File: config.mk
export PLATFORM = sky130hd
export DESIGN_NAME = regs_wb
export DESIGN_NICKNAME = d
export VERILOG_FILES = /design/src/rtl/regs_wb.sv
export SDC_FILE = /design/constraint.sdc
export NUM_CORES = 1
export LEC_CHECK = 0
export ABC_AREA = 1
export CORE_MARGIN = 10
export CORE_UTILIZATION = 47
export DETAILED_ROUTE_END_ITERATION = 16
export GPL_TIMING_DRIVEN = 0
export PLACE_DENSITY = 0.87
export SLEW_MARGIN = 20
export SYNTH_ARGS = -nofsm -noshare
export SYNTH_HDL_FRONTEND = slang
export SYNTH_SLANG_ARGS = --single-unit
File: constraint.sdc
create_clock -name clk -period 4.5 [get_ports clk]
set_input_delay 0.45 -clock clk [delete_from_list [all_inputs] [get_ports clk]]
set_output_delay 0.45 -clock clk [all_outputs]
set_load 0.05 [all_outputs]
File: src/rtl/regs_wb.sv
//------------------------------------------------------------------------------
// regs_wb : register-file write-back arbiter (ALU over 2-deep load queue) with
//           optional read forwarding, enabled by macro REGS_WB_FWD_EN.
// Revision: 1.0
//------------------------------------------------------------------------------
`default_nettype none

module regs_wb (
   input  logic        clk,
   input  logic        rst,
   input  logic        alu_valid,
   input  logic [3:0]  alu_reg,
   input  logic [31:0] alu_data,
   input  logic        ld_valid,
   input  logic [3:0]  ld_reg,
   input  logic [31:0] ld_data,
   output logic        ld_ready,
   output logic        wr_en,
   output logic [3:0]  wr_reg,
   output logic [31:0] wr_data,
   input  logic [3:0]  rd_reg_1,
   input  logic [3:0]  rd_reg_2,
   input  logic [31:0] rd_raw_1,
   input  logic [31:0] rd_raw_2,
   output logic [31:0] rd_data_1,
   output logic [31:0] rd_data_2,
   output logic        busy
);

   // Queue is kept compacted: slot 0 is always the head, r_v[1] implies r_v[0].
   logic [1:0]  r_v;
   logic [3:0]  r_reg  [0:1];
   logic [31:0] r_data [0:1];

   logic        w_accept, w_pop, w_direct, w_push, w_keep0, w_keep1;
   logic [1:0]  w_kill;
   logic        w_we;
   logic [3:0]  w_wreg;
   logic [31:0] w_wdata;
   logic [1:0]  w_nv;
   logic [3:0]  w_nreg  [0:1];
   logic [31:0] w_ndata [0:1];

   assign ld_ready = ~(r_v[0] & r_v[1]);
   assign busy     = |r_v;

   always_comb begin
      w_accept = ld_valid & ld_ready;
      w_kill[0] = alu_valid & r_v[0] & (r_reg[0] == alu_reg);
      w_kill[1] = alu_valid & r_v[1] & (r_reg[1] == alu_reg);
      w_pop    = ~alu_valid & r_v[0];
      w_direct = ~alu_valid & ~r_v[0] & w_accept;
      // An incoming load to the ALU's register is accepted but dropped.
      w_push   = w_accept & ~w_direct & ~(alu_valid & (ld_reg == alu_reg));
      w_keep0  = r_v[0] & ~w_kill[0] & ~w_pop;
      w_keep1  = r_v[1] & ~w_kill[1];

      w_we    = 1'b0;
      w_wreg  = alu_reg;
      w_wdata = alu_data;
      if (alu_valid) begin
         w_we = 1'b1;
      end else if (r_v[0]) begin
         w_we    = 1'b1;
         w_wreg  = r_reg[0];
         w_wdata = r_data[0];
      end else if (w_accept) begin
         w_we    = 1'b1;
         w_wreg  = ld_reg;
         w_wdata = ld_data;
      end

      w_nv       = 2'b00;
      w_nreg[0]  = ld_reg;
      w_ndata[0] = ld_data;
      w_nreg[1]  = ld_reg;
      w_ndata[1] = ld_data;
      if (w_keep0) begin
         w_nv[0]    = 1'b1;
         w_nreg[0]  = r_reg[0];
         w_ndata[0] = r_data[0];
         if (w_keep1) begin
            w_nv[1]    = 1'b1;
            w_nreg[1]  = r_reg[1];
            w_ndata[1] = r_data[1];
         end else begin
            w_nv[1] = w_push;
         end
      end else if (w_keep1) begin
         w_nv[0]    = 1'b1;
         w_nreg[0]  = r_reg[1];
         w_ndata[0] = r_data[1];
         w_nv[1]    = w_push;
      end else begin
         w_nv[0] = w_push;
      end
   end

   always_ff @(posedge clk) begin
      if (rst) begin
         r_v     <= 2'b00;
         wr_en   <= 1'b0;
         wr_reg  <= 4'd0;
         wr_data <= 32'd0;
      end else begin
         r_v   <= w_nv;
         wr_en <= w_we;
         if (w_we) begin
            wr_reg  <= w_wreg;
            wr_data <= w_wdata;
         end
      end
   end

   // Slot payload needs no reset; only the valid bits carry meaning.
   always_ff @(posedge clk) begin
      r_reg[0]  <= w_nreg[0];
      r_data[0] <= w_ndata[0];
      r_reg[1]  <= w_nreg[1];
      r_data[1] <= w_ndata[1];
   end

`ifdef REGS_WB_FWD_EN
   logic        r_fwd_en;
   logic [3:0]  r_fwd_reg;
   logic [31:0] r_fwd_data;
   logic [3:0]  r_rd_reg_1;
   logic [3:0]  r_rd_reg_2;

   always_ff @(posedge clk) begin
      if (rst) begin
         r_fwd_en   <= 1'b0;
         r_fwd_reg  <= 4'd0;
         r_fwd_data <= 32'd0;
         r_rd_reg_1 <= 4'd0;
         r_rd_reg_2 <= 4'd0;
      end else begin
         r_fwd_en   <= wr_en;
         r_fwd_reg  <= wr_reg;
         r_fwd_data <= wr_data;
         r_rd_reg_1 <= rd_reg_1;
         r_rd_reg_2 <= rd_reg_2;
      end
   end

   assign rd_data_1 = (r_fwd_en && (r_rd_reg_1 == r_fwd_reg)) ? r_fwd_data : rd_raw_1;
   assign rd_data_2 = (r_fwd_en && (r_rd_reg_2 == r_fwd_reg)) ? r_fwd_data : rd_raw_2;
`else
   logic w_unused_rd;
   assign w_unused_rd = ^{rd_reg_1, rd_reg_2};
   assign rd_data_1   = rd_raw_1;
   assign rd_data_2   = rd_raw_2;
`endif

endmodule

`default_nettype wire

---- After elaboration in Yosys (flattened, before gate mapping) ----
Memory sizes are Yosys's and may differ from the RTL's.
Cells that the tools add are included.
storage, ports and cells
  register bits ........................... 39
  memory bits (writable) .................. 72
  input bits .............................. 148
  output and inout bits ................... 103
  word-level logic and storage cells ...... 51
  memories kept ........................... 2
operators by class
  eq/ne operators ......................... 3
  multiplexer cells ....................... 18
  bitwise gates (word level) .............. 23
  reduce and logical (&&, ||, !) cells .... 1
memories
  memory  depth  width  rd ports  clocked after memory_dff  wr ports  RTL line  text
  r_data  2      32     2         0                         2         33        logic [31:0] r_data [0:1];
  r_reg   2      4      2         0                         2         32        logic [3:0] r_reg [0:1];
operators with widths
  operator             number
  two-way mux 32 bit   6
  two-way mux 4 bit    6
  bitwise AND 1 bit    15
  equality test 4 bit  3
  NOT 1 bit            8
  two-way mux 1 bit    5
  two-way mux 2 bit    1
  OR reduction 2 bit   1

---- Logic depth before layout (Yosys ltp) ----
Gate-level depths: netlist of run 1.
  depth after elaboration ................. 9
  depth in mapped cells ................... 11

---- Worst setup path before layout of run 1 ----
Ideal clock, no wire load.
  kind .................................... input port to flip-flop
  start ................................... input alu_reg[2]
  end ..................................... memory r_data[0][0], enable pin
  setup time .............................. 0.414 ns
  data arrival time ....................... 2.023 ns
  data required time ...................... 4.086 ns
  slack ................................... 2.063 ns
  stages .................................. 5
  buffers on the path ..................... 1
  cells stage by stage .................... xor2_1 > nor2_1 > nand2_1 > nand2_1 > clkbuf_1
RTL lines
  item                RTL line  text
  start: declaration  12        input logic [3:0] alu_reg,
  end: declaration    33

---- Worst setup path in the final report of run 1 ----
  start ................................... register r_v[1]
  end ..................................... output busy
between the ends
  word-level cells in the longest chain between the ends .. 1
RTL lines
  item                      RTL line  text
  start: declaration        31        logic [1:0] r_v;
  start signal: assignment  106       r_v <= w_nv;
  OR reduction 2 bit        45        assign busy = |r_v;
  end: declaration          27        output logic busy
No other way between the ends.

==> impl_metrics.yaml, run 1 <==
logic_synthesis:
  ys_seq_area_share_pct: 42.9
  yosys_warnings: 0
  synth_cells: 795
  ys_ff_latch: 111
  yosysUniqueCellTypes: 23
  synth_area_um2: 6020
  yosys.area.top_type_share_pct: 24.9
  syn_area_per_cell_um2: 7.57
  yosysTopAreaCell: "dfxtp_1"
  synth_area_leaders: "dfxtp_1 25%, edfxtp_1 18%, o21ai_0 12%"
  syn-num-nets: 943
worst_hold_path:
  timing.hold.worst_path_depth: 2
  min_path_type: "register to register"
job:
  cap_viol_max_count: 0
layout:
  n_fill_cell: 1073
  mostFrequentLayoutCells: "177 x clkdlybuf4s50_1, 139 x o21ai_0, 136 x nand2_1"
  final_nets: 1131
  drive_above_1_share_pct: 10.6
  antenna_cells: 0
  layout_commonest_cell: "clkdlybuf4s50_1"
  final_area_um2: 8340
  area_growth_pct: 38.5
  largest_register_ffs: 64
critical_path:
  worst_ep_arrival_time_ns: 2.64
  crit_path_max_incr_delay_ns: 0.80
  cpMostUsedCell: "clkbuf_1"
  crit_chain: "clkbuf_1 -> clkbuf_1 -> or2_2 -> clkdlybuf4s50_1"
  rr_worst_depth: 7
  worstSetupPathType: "register to output pin"
  endpoint_kind: "output pin"
  cp_data_required_time_ns: 4.05
  worst_path_max_delay_cell: "clkdlybuf4s50_1"
  start_kind: "register"
  crit_path_max_fanout: 10
clock_network:
  cts.path.max_buffers: 2
  cts_resized: 0
  cts.clk_slew.worst_paths_ns: 0.08
  cts.sink_count: 111
  htree_levels: 3
  root_buffer: "clkbuf_16"
  ctsHoldBuffers: 0
  numCtsBuffers: 9
  clk-insertion-delay-late_ns: 0.35
  postCtsSetupBuffers: 0
  cts_tree: "done"
floorplan:
  dieHeight_um: 133
  ios: 251
  die_area_um2: 17700
  core-area_um2: 12600
  fp-row-count: 41
  die_w_um: 133
  start_util_pct: 47.9
routing:
  ant_nets: 0
  vias: 6012
  totalWireLength_um: 19300
  detail_route.wl_per_cell_um: 16.6
  drtIter0Drc: 462
  firstDrtPassIters: 5
  vias_per_cell: 5.18
  drc: 0
global_routing:
  grt_max_degree: 46
  overflow: 0
  antenna_found_initial: 0
  grt_pass1_wl_um: 30300
  grt_pass1_vias: 6009
  grt.total_usage_pct: 20.8
power:
  fin_total_pwr_w: 0.00278
  p_leak_nw: 3.59
  powerDensity_nw_per_um2: 333
  max-vdd-ir-drop_v: 0.000208
timing:
  slew_violations: 0
  setup_violations: 0
  finalCriticalPeriod_ns: 3.09
  finalSetupTns_ns: 0
  slew_headroom_pct: 48.4
  final_hold_viol_count: 0
  worst_clock_skew_ns: 0.00794
  grt_setup_unrepaired: "no"
  fin_crit_sh_pct: 68.6
  fmax_mhz: 324
  holdWs_ns: 0.482
  tightest_slew_ns: 0.774
placed_design:
  dp_hpwl_um: 14400
  gp_congestion: 0.846
  place_area_um2: 8010
  numPortBuffers: 177
status:
  outcome: "finished clean"
where the power goes:
part / switching [W] / internal [W] / leakage [nW]
logic: 0.000452 / 0.000285 / 2.42
registers: 0.0000313 / 0.00112 / 1.00
clock network: 0.000388 / 0.000497 / 0.162
total: 0.000872 / 0.00191 / 3.59
kinds of logic after synthesis:
logic type | share of synthesized area (%)
simple gates | 26.1
buf+inv | 15.2
xor+xnor | 0.727
flops | 42.9
compound gates | 15.2
critical path, delay by kind of cell, from the launching register on:
family | cells | cell delay [ns]
DFF | 1 | 0.39
and+or+nand+nor | 1 | 0.20
buffers and inverters | 3 | 1.69
final cells by class:
class | instances | area (µm²) | area share [%]
multi-input combinational | 516 | 2530 | 30.3
clock buffer | 9 | 225 | 2.70
tap | 172 | 215 | 2.58
buffer | 114 | 714 | 8.57
clock inverter | 7 | 103 | 1.23
inverter | 54 | 203 | 2.43
sequential | 111 | 2580 | 31.0
timing repair buffer | 177 | 1770 | 21.2
per-layer routing:
layer	up-vias	GRT usage, %	wire length [µm]
met5	-	0	0
met4	0	6.95	412
met3	30	7.63	2000
met2	278	35.7	9430
met1	2757	23.4	7430
li1	2947	-	-
Yosys cell counts:
master / instances
o21ai_0: 139
nand2_1: 136
nand3_1: 77
dfxtp_1: 75
buf_4: 67
inv_1: 52
nor2_1: 46
a21oi_1: 37
and2_1: 36
edfxtp_1: 36
nand3b_1: 32
clkbuf_1: 31
buf_2: 13
xor2_1: 4
a221oi_1: 2
buf_6: 2
inv_2: 2
nand2_4: 2
o211ai_1: 2
buf_1: 1
nor2_2: 1
or2_2: 1
xnor2_1: 1
per-stage QoR:
stage | setup WS (ns) | util, % | std cells
floorplan | 2.06 | - | 795
detailed placement | 1.79 | 63.8 | 1144
CTS | 1.41 | 66.4 | 1160
finish | 1.41 | 66.4 | 1160
global placement | 0.696 | 63.7 | 1144
global route | 1.31 | 66.4 | 1160
path summary, 6_finish.rpt:
| check | startpoint | endpoint | slack, ns |
|---|---|---|---|
| worst max-delay path | r_v[1] | busy | 1.41 |
| worst min-delay path | wr_data[27] | wr_data[27] | 0.48 |
| worst max register to register | r_v[0] | wr_data[6] | 2.55 |
| worst min register to register | wr_data[27] | wr_data[27] | 0.48 |
(Power assumes the default switching activity.)
==> run 2, diff against run 1 <==
--- a/config.mk
+++ b/config.mk
@@ -7,10 +7,10 @@
 export LEC_CHECK = 0
 export ABC_AREA = 1
 export CORE_MARGIN = 10
-export CORE_UTILIZATION = 47
+export CORE_UTILIZATION = 44
 export DETAILED_ROUTE_END_ITERATION = 16
 export GPL_TIMING_DRIVEN = 0
-export PLACE_DENSITY = 0.87
+export PLACE_DENSITY = 0.82
 export SLEW_MARGIN = 20
 export SYNTH_ARGS = -nofsm -noshare
 export SYNTH_HDL_FRONTEND = slang
==> constraint.sdc (replaced) <==
create_clock -name clk -period 2.89 [get_ports clk]
set_input_delay 0.289 -clock clk [delete_from_list [all_inputs] [get_ports clk]]
set_output_delay 0.289 -clock clk [all_outputs]
set_load 0.05 [all_outputs]
==> run 2 against run 1 <==
  * Final cell count is 0.52% higher
  * Non-clock buffer count increased by 1
  * Setup slack worse by 1.3 ns
  * Sequential power increased by 57%
  * Largest power group unchanged
  * Critical path type unchanged
  * Register-to-register slack worse by 1.7 ns
  * Combinational power increased by 56%
  * Clock skew about the same
  * Wire length is 2.4% lower
  * First-iteration DRC count up 18%
  * Die area rose by 5.8%
  * Design area decreased by 0.16%
  * Core utilization is 4.0 points lower
  * Largest cell class unchanged
==> impl_metrics.yaml, run 2 (same netlist as run 1, synthesis figures left out) <==
global_routing:
  grt_max_degree: 26
  grt_pass1_vias: 5737
  grt.total_usage_pct: 19.3
  antenna_found_initial: 1
  overflow: 0
  grt_pass1_wl_um: 29000
critical_path:
  crit_path_max_incr_delay_ns: 0.80
  crit_path_max_fanout: 10
  worstSetupPathType: "register to output pin"
  r2r_start: "r_reg[0][1]"
  rrSetupSlack_ns: 0.88
  crit_chain: "clkbuf_2 -> clkbuf_1 -> or2_2 -> clkdlybuf4s50_1"
  start_kind: "register"
  rr_worst_depth: 6
  worst_path_max_delay_cell: "clkdlybuf4s50_1"
  reg2reg_to: "r_data[0][31]"
  cp_data_required_time_ns: 2.60
  worst_ep_arrival_time_ns: 2.46
  endpoint_kind: "output pin"
timing:
  slew_headroom_pct: 54.5
  tightest_slew_ns: 0.683
  setup_violations: 0
  final_hold_viol_count: 0
  finalCriticalPeriod_ns: 2.75
  worst_clock_skew_ns: 0.00827
  fin_crit_sh_pct: 95.1
  grt_setup_unrepaired: "no"
  slew_violations: 0
  setup_slack_ns: 0.142
  fmax_mhz: 364
floorplan:
  die_area_um2: 18800
  start_util_pct: 45.1
  fp-row-count: 42
  die_w_um: 137
  dieHeight_um: 137
  ios: 251
  core-area_um2: 13300
placed_design:
  gp_congestion: 0.809
  dp_slack_ns: 0.357
  numPortBuffers: 177
  dp_hpwl_um: 14300
worst_hold_path:
  min_path_type: "input port to register"
  hold_start: "ld_valid"
  timing.hold.worst_path_depth: 3
  whs_endpoint: "wr_en"
status:
  outcome: "finished clean"
layout:
  multi_input_area_um2: 2530
  drive_above_1_share_pct: 10.4
  layout.area.seq_um2: 2580
  fin_util_pct: 62.4
  layout_commonest_cell: "clkdlybuf4s50_1"
  n_fill_cell: 1204
  final_nets: 1132
  area_growth_pct: 38.3
  largest_register_ffs: 64
  mostFrequentLayoutCells: "177 x clkdlybuf4s50_1, 139 x o21ai_0, 136 x nand2_1"
routing:
  totalWireLength_um: 18800
  drtIter0Drc: 545
  ant_nets: 0
  vias_per_cell: 5.02
  detail_route.wl_per_cell_um: 16.1
  vias: 5853
  firstDrtPassIters: 5
  drc: 0
clock_network:
  ctsHoldBuffers: 0
  htree_levels: 3
  cts.sink_count: 111
  cts.clk_slew.worst_paths_ns: 0.07
  cts_tree: "done"
  clk-insertion-delay-late_ns: 0.35
  numCtsBuffers: 9
  root_buffer: "clkbuf_16"
  cts.path.max_buffers: 2
power:
  fin_total_pwr_w: 0.00416
  max-vdd-ir-drop_v: 0.000308
  p_leak_nw: 3.58
  powerDensity_nw_per_um2: 500
job:
  cap_viol_max_count: 0
run 2: cell count changes in the layout (fill, tap and decap cells not counted):
cell       delta
buf_16        +1
bufinv_16     -1
clkbuf_2      +2
clkbuf_4      -1
clkinv_1      +3
clkinv_2      +1
clkinv_4      -1
diode_2       +1
inv_6         -2
inv_8         -1
run 2: how the worst max path moves through the flow:
stage | startpoint | to | slack [ns] | cells after the start
detailed placement | r_v[1] | busy | 0.36 | 4
global route | r_v[1] | busy | 0.06 | 4
global placement | alu_reg[1] | r_data[0][21] | -0.72 | 6
CTS | r_v[1] | busy | 0.15 | 4
finish | r_v[1] | busy | 0.14 | 4
floorplan | r_reg[0][3] | r_data[0][0] | 0.52 | 5
run 2: worst max-delay path: cells and delay by family (launching register included):
| family | cells | cell delay (ns) |
|---|---|---|
| flip-flops | 1 | 0.39 |
| buffers and inverters | 3 | 1.52 |
| AND/OR/NAND/NOR | 1 | 0.19 |
run 2: report_power, final:
group	switching, W	internal, W	total, W	leakage [nW]
sequential	0.0000484	0.00175	0.00180	1.00
clock	0.000554	0.000662	0.00122	0.139
combinational	0.000698	0.000447	0.00115	2.44
total	0.00130	0.00286	0.00416	3.58
run 2: what timing repair did:
| action | CTS | global route |
|---|---|---|
| setup endpoints to repair | 1 | 0 |
| resized for setup | 1 | 0 |
| buffers inserted | 0 | 0 |
run 2: routing by layer:
layer	wire length (µm)	vias up	part of all wire (%)	global-route usage, %
met5	44	-	0.23	1.94
met2	9150	238	49	32.8
met4	148	2	0.79	5.44
met3	1640	18	8.7	5.32
met1	7820	2643	42	23.1
li1	-	2952	-	-
run 2: area by class of cell:
type / count / area share, %
multi-input cells: 516 / 30.3
repair buffers: 178 / 21.6
diodes: 1 / 0.0301
inverters: 54 / 2.43
flip-flops and latches: 111 / 31.0
well taps: 176 / 2.64
clock inverters: 6 / 0.616
clock buffers: 10 / 2.75
plain buffers: 114 / 8.56
run 2: metrics by stage:
step	cells	setup TNS, ns	hold WS [ns]	instance area (µm²)
after global routing	1166	0	0.489	8330
after CTS	1165	0	0.422	8320
after global placement	1148	-31.26	0.463	8010
after floorplan	795	0	0.373	6020
final	1166	0	0.424	8330
after detailed placement	1149	0	0.472	8040
==> run 3, diff against run 2 <==
--- a/config.mk
+++ b/config.mk
@@ -9,9 +9,11 @@
 export CORE_MARGIN = 10
 export CORE_UTILIZATION = 44
 export DETAILED_ROUTE_END_ITERATION = 16
+export GPL_ROUTABILITY_DRIVEN = 0
 export GPL_TIMING_DRIVEN = 0
 export PLACE_DENSITY = 0.82
 export SLEW_MARGIN = 20
 export SYNTH_ARGS = -nofsm -noshare
 export SYNTH_HDL_FRONTEND = slang
 export SYNTH_SLANG_ARGS = --single-unit
+export TNS_END_PERCENT = 10
==> results of run 3 <==
The final DEF is identical to that of run 2; final timing and power are the same.
